--- src/rtl/sweep_acq_pkg.sv ---
// Shared state encoding and framing constants for the sweep-acquisition sequencer.
// Pure declarations: no latency, no backpressure.
package sweep_acq_pkg;

  localparam int DAC_W = 10;

  localparam logic [15:0] HEADER_WORD_DEF  = 16'h5A5A;
  localparam logic [15:0] TRAILER_WORD_DEF = 16'hA5A5;

  typedef enum logic [3:0] {
    IDLE,
    LOAD,
    WAIT_LOAD,
    SETTLE,
    HDR0,
    HDR1,
    ACQ,
    NEXT,
    TRAIL,
    DONE
  } state_e;

endpackage

--- src/rtl/sweep_dac_stepper.sv ---
// Holds sweep bounds and the current DAC code; DAC updates one cycle after latch/advance.
// No backpressure: advance is ignored on the last point so the code never wraps.
module sweep_dac_stepper
  import sweep_acq_pkg::*;
(
  input  logic             clk_i,
  input  logic             rst_i,
  input  logic             latch_i,
  input  logic             advance_i,
  input  logic [DAC_W-1:0] start_i,
  input  logic [DAC_W-1:0] end_i,
  input  logic [DAC_W-1:0] step_i,
  output logic [DAC_W-1:0] dac_o,
  output logic             last_o
);

  logic [DAC_W-1:0] dac_q, dac_d;
  logic [DAC_W-1:0] end_q, end_d;
  logic [DAC_W-1:0] step_q, step_d;
  logic [DAC_W:0]   sum;

  // 11-bit sum so a step past 1023 is seen as beyond the end instead of wrapping
  assign sum    = {1'b0, dac_q} + {1'b0, step_q};
  assign last_o = (dac_q >= end_q) || (sum > {1'b0, end_q});
  assign dac_o  = dac_q;

  always_comb begin
    dac_d  = dac_q;
    end_d  = end_q;
    step_d = step_q;
    if (latch_i) begin
      dac_d  = start_i;
      end_d  = end_i;
      step_d = (step_i == '0) ? {{(DAC_W-1){1'b0}}, 1'b1} : step_i;
    end else if (advance_i && !last_o) begin
      dac_d = sum[DAC_W-1:0];
    end
  end

  always_ff @(posedge clk_i) begin
    if (rst_i) begin
      dac_q  <= '0;
      end_q  <= '0;
      step_q <= '0;
    end else begin
      dac_q  <= dac_d;
      end_q  <= end_d;
      step_q <= step_d;
    end
  end

endmodule

--- src/rtl/sweep_acq_controller.sv ---
// Sweep sequencer: per DAC point, SC load, settle, header, N data words; trailer at end.
// Data forwarded with 1-cycle registered latency; every FIFO write stalls (or drops, in ACQ) on UsbFifoFull.
module sweep_acq_controller
  import sweep_acq_pkg::*;
#(
  parameter logic [15:0] SETTLE_CYCLES = 16'd1000,
  parameter logic [15:0] HEADER_WORD   = HEADER_WORD_DEF,
  parameter logic [15:0] TRAILER_WORD  = TRAILER_WORD_DEF
) (
  input  logic             Clk,
  input  logic             reset,
  input  logic             SweepStart,
  input  logic [DAC_W-1:0] StartDac,
  input  logic [DAC_W-1:0] EndDac,
  input  logic [DAC_W-1:0] DacStep,
  input  logic [15:0]      WordsPerPoint,
  input  logic             SCLoadDone,
  input  logic [15:0]      ParallelData,
  input  logic             ParallelData_en,
  input  logic             UsbFifoFull,
  output logic [DAC_W-1:0] SweepAcq10BitDac,
  output logic             SweepAcqMicrorocSCParameterLoad,
  output logic             SweepAcqMicrorocAcqStartStop,
  output logic [15:0]      SweepAcqData,
  output logic             SweepAcqData_en,
  output logic             SweepTestUsbStartStop,
  output logic             SweepAcqDone,
  output logic             Overflow
);

  state_e      state_q, state_d;
  logic        start_q;
  logic [15:0] wpp_q, wpp_d;
  logic [15:0] settle_q, settle_d;
  logic [15:0] words_q, words_d;
  logic [15:0] words_inc;
  logic [16:0] settle_inc;
  logic        sc_load_q, sc_load_d;
  logic        acq_q, acq_d;
  logic [15:0] data_q, data_d;
  logic        data_en_q, data_en_d;
  logic        usb_q, usb_d;
  logic        done_q, done_d;
  logic        ovf_q, ovf_d;
  logic        rise, latch, advance, last;
  logic [DAC_W-1:0] dac;

  sweep_dac_stepper u_stepper (
    .clk_i     (Clk),
    .rst_i     (reset),
    .latch_i   (latch),
    .advance_i (advance),
    .start_i   (StartDac),
    .end_i     (EndDac),
    .step_i    (DacStep),
    .dac_o     (dac),
    .last_o    (last)
  );

  assign rise       = SweepStart && !start_q;
  assign words_inc  = words_q + 16'd1;
  assign settle_inc = {1'b0, settle_q} + 17'd1;

  always_comb begin
    state_d   = state_q;
    wpp_d     = wpp_q;
    settle_d  = settle_q;
    words_d   = words_q;
    sc_load_d = 1'b0;
    acq_d     = acq_q;
    data_d    = data_q;
    data_en_d = 1'b0;
    usb_d     = usb_q;
    done_d    = done_q;
    ovf_d     = ovf_q;
    latch     = 1'b0;
    advance   = 1'b0;
    // Dropping SweepStart mid-sweep abandons the record without a trailer
    if (state_q != IDLE && state_q != DONE && !SweepStart) begin
      state_d = IDLE;
      acq_d   = 1'b0;
      usb_d   = 1'b0;
    end else begin
      case (state_q)
        IDLE: if (rise) begin
          latch     = 1'b1;
          wpp_d     = WordsPerPoint;
          usb_d     = 1'b1;
          ovf_d     = 1'b0;
          sc_load_d = 1'b1;
          state_d   = LOAD;
        end
        LOAD: state_d = WAIT_LOAD;
        WAIT_LOAD: if (SCLoadDone) begin
          settle_d = '0;
          state_d  = SETTLE;
        end
        SETTLE: begin
          if (settle_inc >= {1'b0, SETTLE_CYCLES}) state_d = HDR0;
          else settle_d = settle_inc[15:0];
        end
        HDR0: if (!UsbFifoFull) begin
          data_d    = HEADER_WORD;
          data_en_d = 1'b1;
          state_d   = HDR1;
        end
        HDR1: if (!UsbFifoFull) begin
          data_d    = {{(16-DAC_W){1'b0}}, dac};
          data_en_d = 1'b1;
          words_d   = '0;
          if (wpp_q == '0) begin
            state_d = NEXT;
          end else begin
            acq_d   = 1'b1;
            state_d = ACQ;
          end
        end
        ACQ: if (ParallelData_en) begin
          if (UsbFifoFull) begin
            ovf_d = 1'b1;
          end else begin
            data_d    = ParallelData;
            data_en_d = 1'b1;
            words_d   = words_inc;
            if (words_inc == wpp_q) begin
              acq_d   = 1'b0;
              state_d = NEXT;
            end
          end
        end
        NEXT: begin
          if (last) begin
            state_d = TRAIL;
          end else begin
            advance   = 1'b1;
            sc_load_d = 1'b1;
            state_d   = LOAD;
          end
        end
        TRAIL: if (!UsbFifoFull) begin
          data_d    = TRAILER_WORD;
          data_en_d = 1'b1;
          done_d    = 1'b1;
          state_d   = DONE;
        end
        DONE: if (!SweepStart) begin
          done_d  = 1'b0;
          usb_d   = 1'b0;
          state_d = IDLE;
        end
        default: state_d = IDLE;
      endcase
    end
  end

  // Edge detector tracks the level through reset so a held-high start never re-triggers
  always_ff @(posedge Clk) begin
    start_q <= SweepStart;
  end

  always_ff @(posedge Clk) begin
    if (reset) begin
      state_q   <= IDLE;
      wpp_q     <= '0;
      settle_q  <= '0;
      words_q   <= '0;
      sc_load_q <= 1'b0;
      acq_q     <= 1'b0;
      data_q    <= '0;
      data_en_q <= 1'b0;
      usb_q     <= 1'b0;
      done_q    <= 1'b0;
      ovf_q     <= 1'b0;
    end else begin
      state_q   <= state_d;
      wpp_q     <= wpp_d;
      settle_q  <= settle_d;
      words_q   <= words_d;
      sc_load_q <= sc_load_d;
      acq_q     <= acq_d;
      data_q    <= data_d;
      data_en_q <= data_en_d;
      usb_q     <= usb_d;
      done_q    <= done_d;
      ovf_q     <= ovf_d;
    end
  end

  assign SweepAcq10BitDac                = dac;
  assign SweepAcqMicrorocSCParameterLoad = sc_load_q;
  assign SweepAcqMicrorocAcqStartStop    = acq_q;
  assign SweepAcqData                    = data_q;
  assign SweepAcqData_en                 = data_en_q;
  assign SweepTestUsbStartStop           = usb_q;
  assign SweepAcqDone                    = done_q;
  assign Overflow                        = ovf_q;

endmodule

--- config.mk ---
export PLATFORM = sky130hd
export DESIGN_NAME = sweep_acq_controller
export DESIGN_NICKNAME = d
export VERILOG_FILES = /design/src/rtl/sweep_acq_pkg.sv /design/src/rtl/sweep_dac_stepper.sv /design/src/rtl/sweep_acq_controller.sv
export SDC_FILE = /design/constraint.sdc
export NUM_CORES = 1
export LEC_CHECK = 0
export ABC_AREA = 1
export CORE_MARGIN = 3
export CORE_UTILIZATION = 59
export DETAILED_ROUTE_END_ITERATION = 10
export HOLD_SLACK_MARGIN = 0.15
export MAX_ROUTING_LAYER = met4
export PLACE_DENSITY = 0.89
export SLEW_MARGIN = 40
export SYNTH_ARGS = -nofsm -noshare
export SYNTH_HDL_FRONTEND = slang
export SYNTH_HIERARCHICAL = 1
export SYNTH_SLANG_ARGS = --single-unit
export TNS_END_PERCENT = 100
--- constraint.sdc ---
create_clock -name Clk -period 6.14 [get_ports Clk]
set_input_delay 0.921 -clock Clk [delete_from_list [all_inputs] [get_ports Clk]]
set_output_delay 0.921 -clock Clk [all_outputs]
set_load 0.02 [all_outputs]
* Word-level counts from Yosys, hierarchy flattened
Cells that the tools add are included.
** Cells by class
- Div/mod/pow operators :: 0
- Order comparisons :: 3
- Shifts and indexed selects :: 0
- Mux-type cells :: 54
- Add/subtract/negate cells :: 3
- Equality and inequality tests :: 24
- $mul :: 0
- Bitwise logic cells :: 1
- Reductions and logical operators :: 30
** Operators by type and width (count)
- $mux 16 :: 10
- $pmux 16 s2 :: 2
- $pmux 16 s4 :: 1
- $mux 4 :: 11
- $pmux 4 s10 :: 1
- $mux 10 :: 3
- $ne 2x2->1 const B :: 13
- $mux 1 :: 20
- $add 16x1->17 const B :: 1
- $ge 17x10->1 const B :: 1
- $add 16x1->16 const B :: 1
- $eq 16x16->1 :: 1
- $eq 4x3->1 const B :: 4
- $logic_not 16->1 :: 1
- $pmux 1 s2 :: 6
- $reduce_bool 2->1 :: 6
- $add 10x10->11 :: 1
- $gt 11x10->1 :: 1
- $ge 10x10->1 :: 1
- $logic_not 10->1 :: 1
- $reduce_and 10->1 :: 1
- $reduce_and 5->1 :: 2
- $eq 4x2->1 const B :: 2
- $eq 4x4->1 const B :: 2
- 14 further kinds :: 22
** Word-level totals
- Bits in writable memories :: 0
- Output and inout port bits :: 32
- Flip-flop bits (word level) :: 105
- Memories kept :: 0
- ROM bits :: 0
- Bits of input ports :: 68
- Bits in latches :: 0

* Logic depth before layout (Yosys ltp)
- Depth in word-level cells :: 9
- Depth in mapped cells :: 25

* By module
Netlist, hierarchy kept.
** Modules (own cells, without submodules)
- sweep_acq_controller :: area each 4260.3 um^2, cells each 686, times used 1, seq. area each 1501.4 um^2
- sweep_dac_stepper :: area each 2197.1 um^2, cells each 293, times used 1, seq. area each 600.6 um^2

* Worst setup path after synthesis
OpenSTA, ideal clock, no wires.
- Path kind :: register to register
- From :: register u_stepper.dac_q[0], in the netlist u_stepper/dac_o[0]
- To :: register u_stepper.dac_q[1], in the netlist u_stepper/dac_o[1]
- Cell stages (with the launch flop) :: 26
- Path buffers :: 1
- Arrival :: 3.282 ns
- Period minus slack after synthesis :: 3.425 ns
- Setup slack :: 2.715 ns
- Cells stage by stage :: dfxtp_1 ha_1 inv_1 fa_1 inv_1 nand4_1 nand3_2 nand3_2 nand2_1 xor2_1 ha_1 nand2_1 inv_1 a221oi_1 nand2_1 nand2_1 nand2_1 nor2_2 nand2_1 nor2_1 nand2_1 inv_1 nand3_2 buf_6 nand3_2 a21oi_2
** Between the ends
- Cells in the longest elaborated chain, start to end :: 8
- Elaborated cells between the ends (all ways) :: 12
** RTL lines
- start, declared :: line sweep_dac_stepper.sv:17 : logic [DAC_W-1:0] dac_q, dac_d;
- start signal, assigned :: line sweep_dac_stepper.sv:42 : dac_q <= '0;
- start signal, assigned :: line sweep_dac_stepper.sv:46 : dac_q <= dac_d;
- $add 10x10->11 :: line sweep_dac_stepper.sv:23 : assign sum = {1'b0, dac_q} + {1'b0, step_q};
- $gt 11x10->1 :: line sweep_dac_stepper.sv:24 : assign last_o = (dac_q >= end_q) || (sum > {1'b0, end_q});
- $logic_or 1x1->1 (*) :: line sweep_dac_stepper.sv:24
- via last :: line sweep_acq_controller.sv:45 : logic rise, latch, advance, last;
- $mux 1 (*) :: line sweep_acq_controller.sv:132 : if (last) begin
- $mux 1 (*) :: line sweep_acq_controller.sv:84 : case (state_q)
- $mux 1 (*) :: line sweep_acq_controller.sv:79 : if (state_q != IDLE && state_q != DONE && !SweepStart) begin
- via advance :: line sweep_acq_controller.sv:45
- $logic_and 1x1->1 (*) :: line sweep_dac_stepper.sv:35 : end else if (advance_i && !last_o) begin
- $reduce_bool 2->1 (no source line) (*)
The timed path passes the listed nets; every way through them passes the cells marked *. The select of a mux whose other input is x is not followed.
A chain may end at the register's enable or synchronous reset.

* Worst setup path in the final report
- From :: register u_stepper.dac_q[0], in the netlist u_stepper/dac_o[0]
- To :: register u_stepper.dac_q[0], in the netlist u_stepper/dac_o[0]
The elaborated chain is that of the path after synthesis.

==> flow_summary.toml <==
[global_routing]
grt_pass1_wl_um = 29840
grt_util_met2_pct = 48.02
grt_pass1_vias = 6357
antenna_found_initial = 0
use_met3_pct = 5.644
track_usage_pct = 29.96
grt.overflow.total = 0
grt.busiest_layer = "met2"
grtUsageMet1_pct = 36.18
grt_start_max_net_pins = 43

[setup_path]
cp_top_family = "simple AND/OR/NAND/NOR gates"
critPathKind = "flop to flop"
rr_endpoint = "u_stepper/dac_o[0]$_SDFFE_PP0P_"
reg2reg_depth = 25
endpoint_kind = "flop"
path_buf_inv = 4
path_max_fanout = 11
rr_startpoint = "u_stepper/dac_o[0]$_SDFFE_PP0P_"
cpMostUsedCell = "nand2_1"
cp.required_ps = 6460
slowest_delay_ps = 420
cp_data_arrival_time_ps = 4420
cp-start-kind = "flop"
r2r_slack_ps = 2040
critPathSlowestCell = "dfxtp_1"

[synthesis]
ys.flop_type = "dfxtp_1"
synth_area_per_cell_sq_um = 6.596
synthDistinctLibCells = 43
synthTopCellsByArea = "dfxtp_1 (33%), nand2_1 (16%), inv_1 (6.4%), ha_1 (6.2%), nor2_1 (6.2%)"
synth_edf_count = 0
ys_warn_count = 6
syn-instance-count = 979
syn-num-nets = 1080
synth_common_cells = "nand2_1 (271), inv_1 (110), nor2_1 (106)"
yosys.area.top_type = "dfxtp_1"
synth_area_sq_mm = 0.006457
synth_top_area_share_pct = 32.55
synth-async-reset-ratio_pct = 0
ys_ff_latch = 105
ys_seq_area_share_pct = 32.55
synth_most_common_cell = "nand2_1"

[detailed_routing]
wl_per_cell_um = 14.84
firstDrtPassIters = 6
drt_iter0_markers = 560
drc = 0
ant_nets = 0
viasPerCell = 5.611
wl_um = 17900
vias = 6767

[power]
powerDensity_mw_per_mm2 = 477.3
vdd_ir_drop_max_mv = 0.6237
power.leakage_nw = 3.247

[floorplan]
core_area_sq_mm = 0.01046
row_count = 37
die_x_um = 110.6
dieArea_sq_mm = 0.01224
ios = 100
start_util_pct = 61.72
die_h_um = 110.6

[final_layout]
areaGrowthSynthToFinish_pct = 19.76
n_antenna_cell = 0
fillers = 896
layout.nets = 1166
fin_cells = 1206
drive_gt1_share_pct = 6.262

[cts]
htreeDepth = 3
clk_path_buf_depth = 2
ctsHoldBuffers = 0
cts_setup_buffers = 0
cts_buffers = 9
cts_root_buffer = "clkbuf_8"
cts_resized = 0
clock_sinks = 105
cts_tree = "done"
clock_latency_ps = 390
clkTransAtPathRegs_ps = 90

[timing]
fmaxAchievable_mhz = 244.1
finalCriticalPeriod_ps = 4096
fin_tns_setup_ps = 0
worst_slew_margin_rel_pct = 55.14
max_slew.worst_pin.slew_ps = 671.9
fin_crit_sh_pct = 66.71
finalMaxSlewViolations = 0
grt_setup_unrepaired = "false"
hold_viol = 0
skew_ps = 11.62
setup_violations = 0

[placed_design]
port-buffer-count = 99
place_hpwl_um = 13420
gp_congestion = 1.006
placed_cells = 1190

[run]
drv_cap = 0

[status]
status = "finished, final reports clean"

[worst_hold_path]
hold_path_depth = 2
holdPathEnd = "SweepTestUsbStartStop$_SDFFE_PP0P_"
worst_hold_startpoint = "SweepTestUsbStartStop$_SDFFE_PP0P_"
hp-class = "flop to flop"
==> sequential cells by signal, indices dropped and copies added (netlist names) <==
signal / count
SweepAcqData_en: 1
u_stepper/step_q: 10
u_stepper/dac_o: 10
state_q: 4
words_q: 16
start_q: 1
u_stepper/end_q: 10
SweepTestUsbStartStop: 1
Overflow: 1
wpp_q: 16
SweepAcqDone: 1
SweepAcqData: 16
SweepAcqMicrorocSCParameterLoad: 1
SweepAcqMicrorocAcqStartStop: 1
settle_q: 16
==> how the worst max path moves through the flow <==
stage | start | to | slack, ps | cells after the start
5_1_grt | u_stepper/dac_o[0]$_SDFFE_PP0P_ | u_stepper/dac_o[2]$_SDFFE_PP0P_ | 1670 | 25
3_3_place_gp | u_stepper/dac_o[0]$_SDFFE_PP0P_ | u_stepper/dac_o[8]$_SDFFE_PP0P_ | 2380 | 25
2_1_floorplan | u_stepper/dac_o[0]$_SDFFE_PP0P_ | u_stepper/dac_o[1]$_SDFFE_PP0P_ | 2710 | 25
6_report | u_stepper/dac_o[0]$_SDFFE_PP0P_ | u_stepper/dac_o[0]$_SDFFE_PP0P_ | 2040 | 25
3_5_place_dp | u_stepper/dac_o[0]$_SDFFE_PP0P_ | u_stepper/dac_o[0]$_SDFFE_PP0P_ | 2140 | 25
4_1_cts | u_stepper/dac_o[0]$_SDFFE_PP0P_ | u_stepper/dac_o[0]$_SDFFE_PP0P_ | 2130 | 25
==> layer usage <==
metal / vias to the layer above / share of wire [%] / routed length [um]
met4: 0 / 4.4 / 781
met1: 3074 / 42 / 7601
li1: 3373 / - / -
met5: - / 0 / 0
met3: 58 / 6.1 / 1096
met2: 262 / 47 / 8423
==> cells in the final DEF (no fill, tap or decap), types with 11 or more instances in the layout <==
cell type and instances:
inv_1 108, ha_1 32, clkbuf_8 12, dfxtp_1 105, xor2_1 12, a21oi_2 11
clkdlybuf4s50_1 99, nand2_1 271, nor3_1 14, nand4_1 18, nor2_1 105, a21oi_1 69
o21ai_0 60, nand3_2 13, nand3_1 65
==> where the power goes <==
group	internal (mW)	switching (mW)
Sequential	0.900	0.175
Combinational	0.768	1.39
Clock	0.224	0.239
==> area by class of cell <==
class                           count  area (sq um)  area share, %
Clock buffer                       13         168.9          2.184
Clock inverter                      3         47.55         0.6148
Inverter                          114         427.9          5.533
Multi-Input combinational cell    732          3796          49.09
Sequential cell                   105          2102          27.18
Tap cell                          136         170.2          2.200
Timing Repair Buffer              103          1021          13.20
==> worst min-delay path, stage by stage, from the launching register on <==
cell     delay, ps
dfxtp_1        340
nand2_1         60
a21oi_1         50
==> through the flow <==
stage               cell area, sq um  setup slack, ps  utilization [%]  hold WS [ps]  power [mW]
floorplan                       6457             2715                -         450.0       2.585
global placement                7517             2381            71.85         467.6       3.131
detailed placement              7517             2140            71.85         473.0       3.183
CTS                             7734             2130            73.92         491.9       3.653
global route                    7734             1667            73.92         525.6       3.992
finish                          7734             2044            73.92         492.5       3.691
==> cell families (layout without fill, tap and decap cells) <==
group                    Yosys count  in the layout  synth area share, %
AND/OR/NAND/NOR                  509            509                34.18
XOR/XNOR                          19             19                2.809
adder cells (fa/ha/maj)           33             33                6.510
buffers and inverters            142            233                8.700
flip-flops                       105            105                32.55
AO/OA/AOI/OAI                    171            171                15.25
No activity file was read; power rests on OpenSTA's default activity.
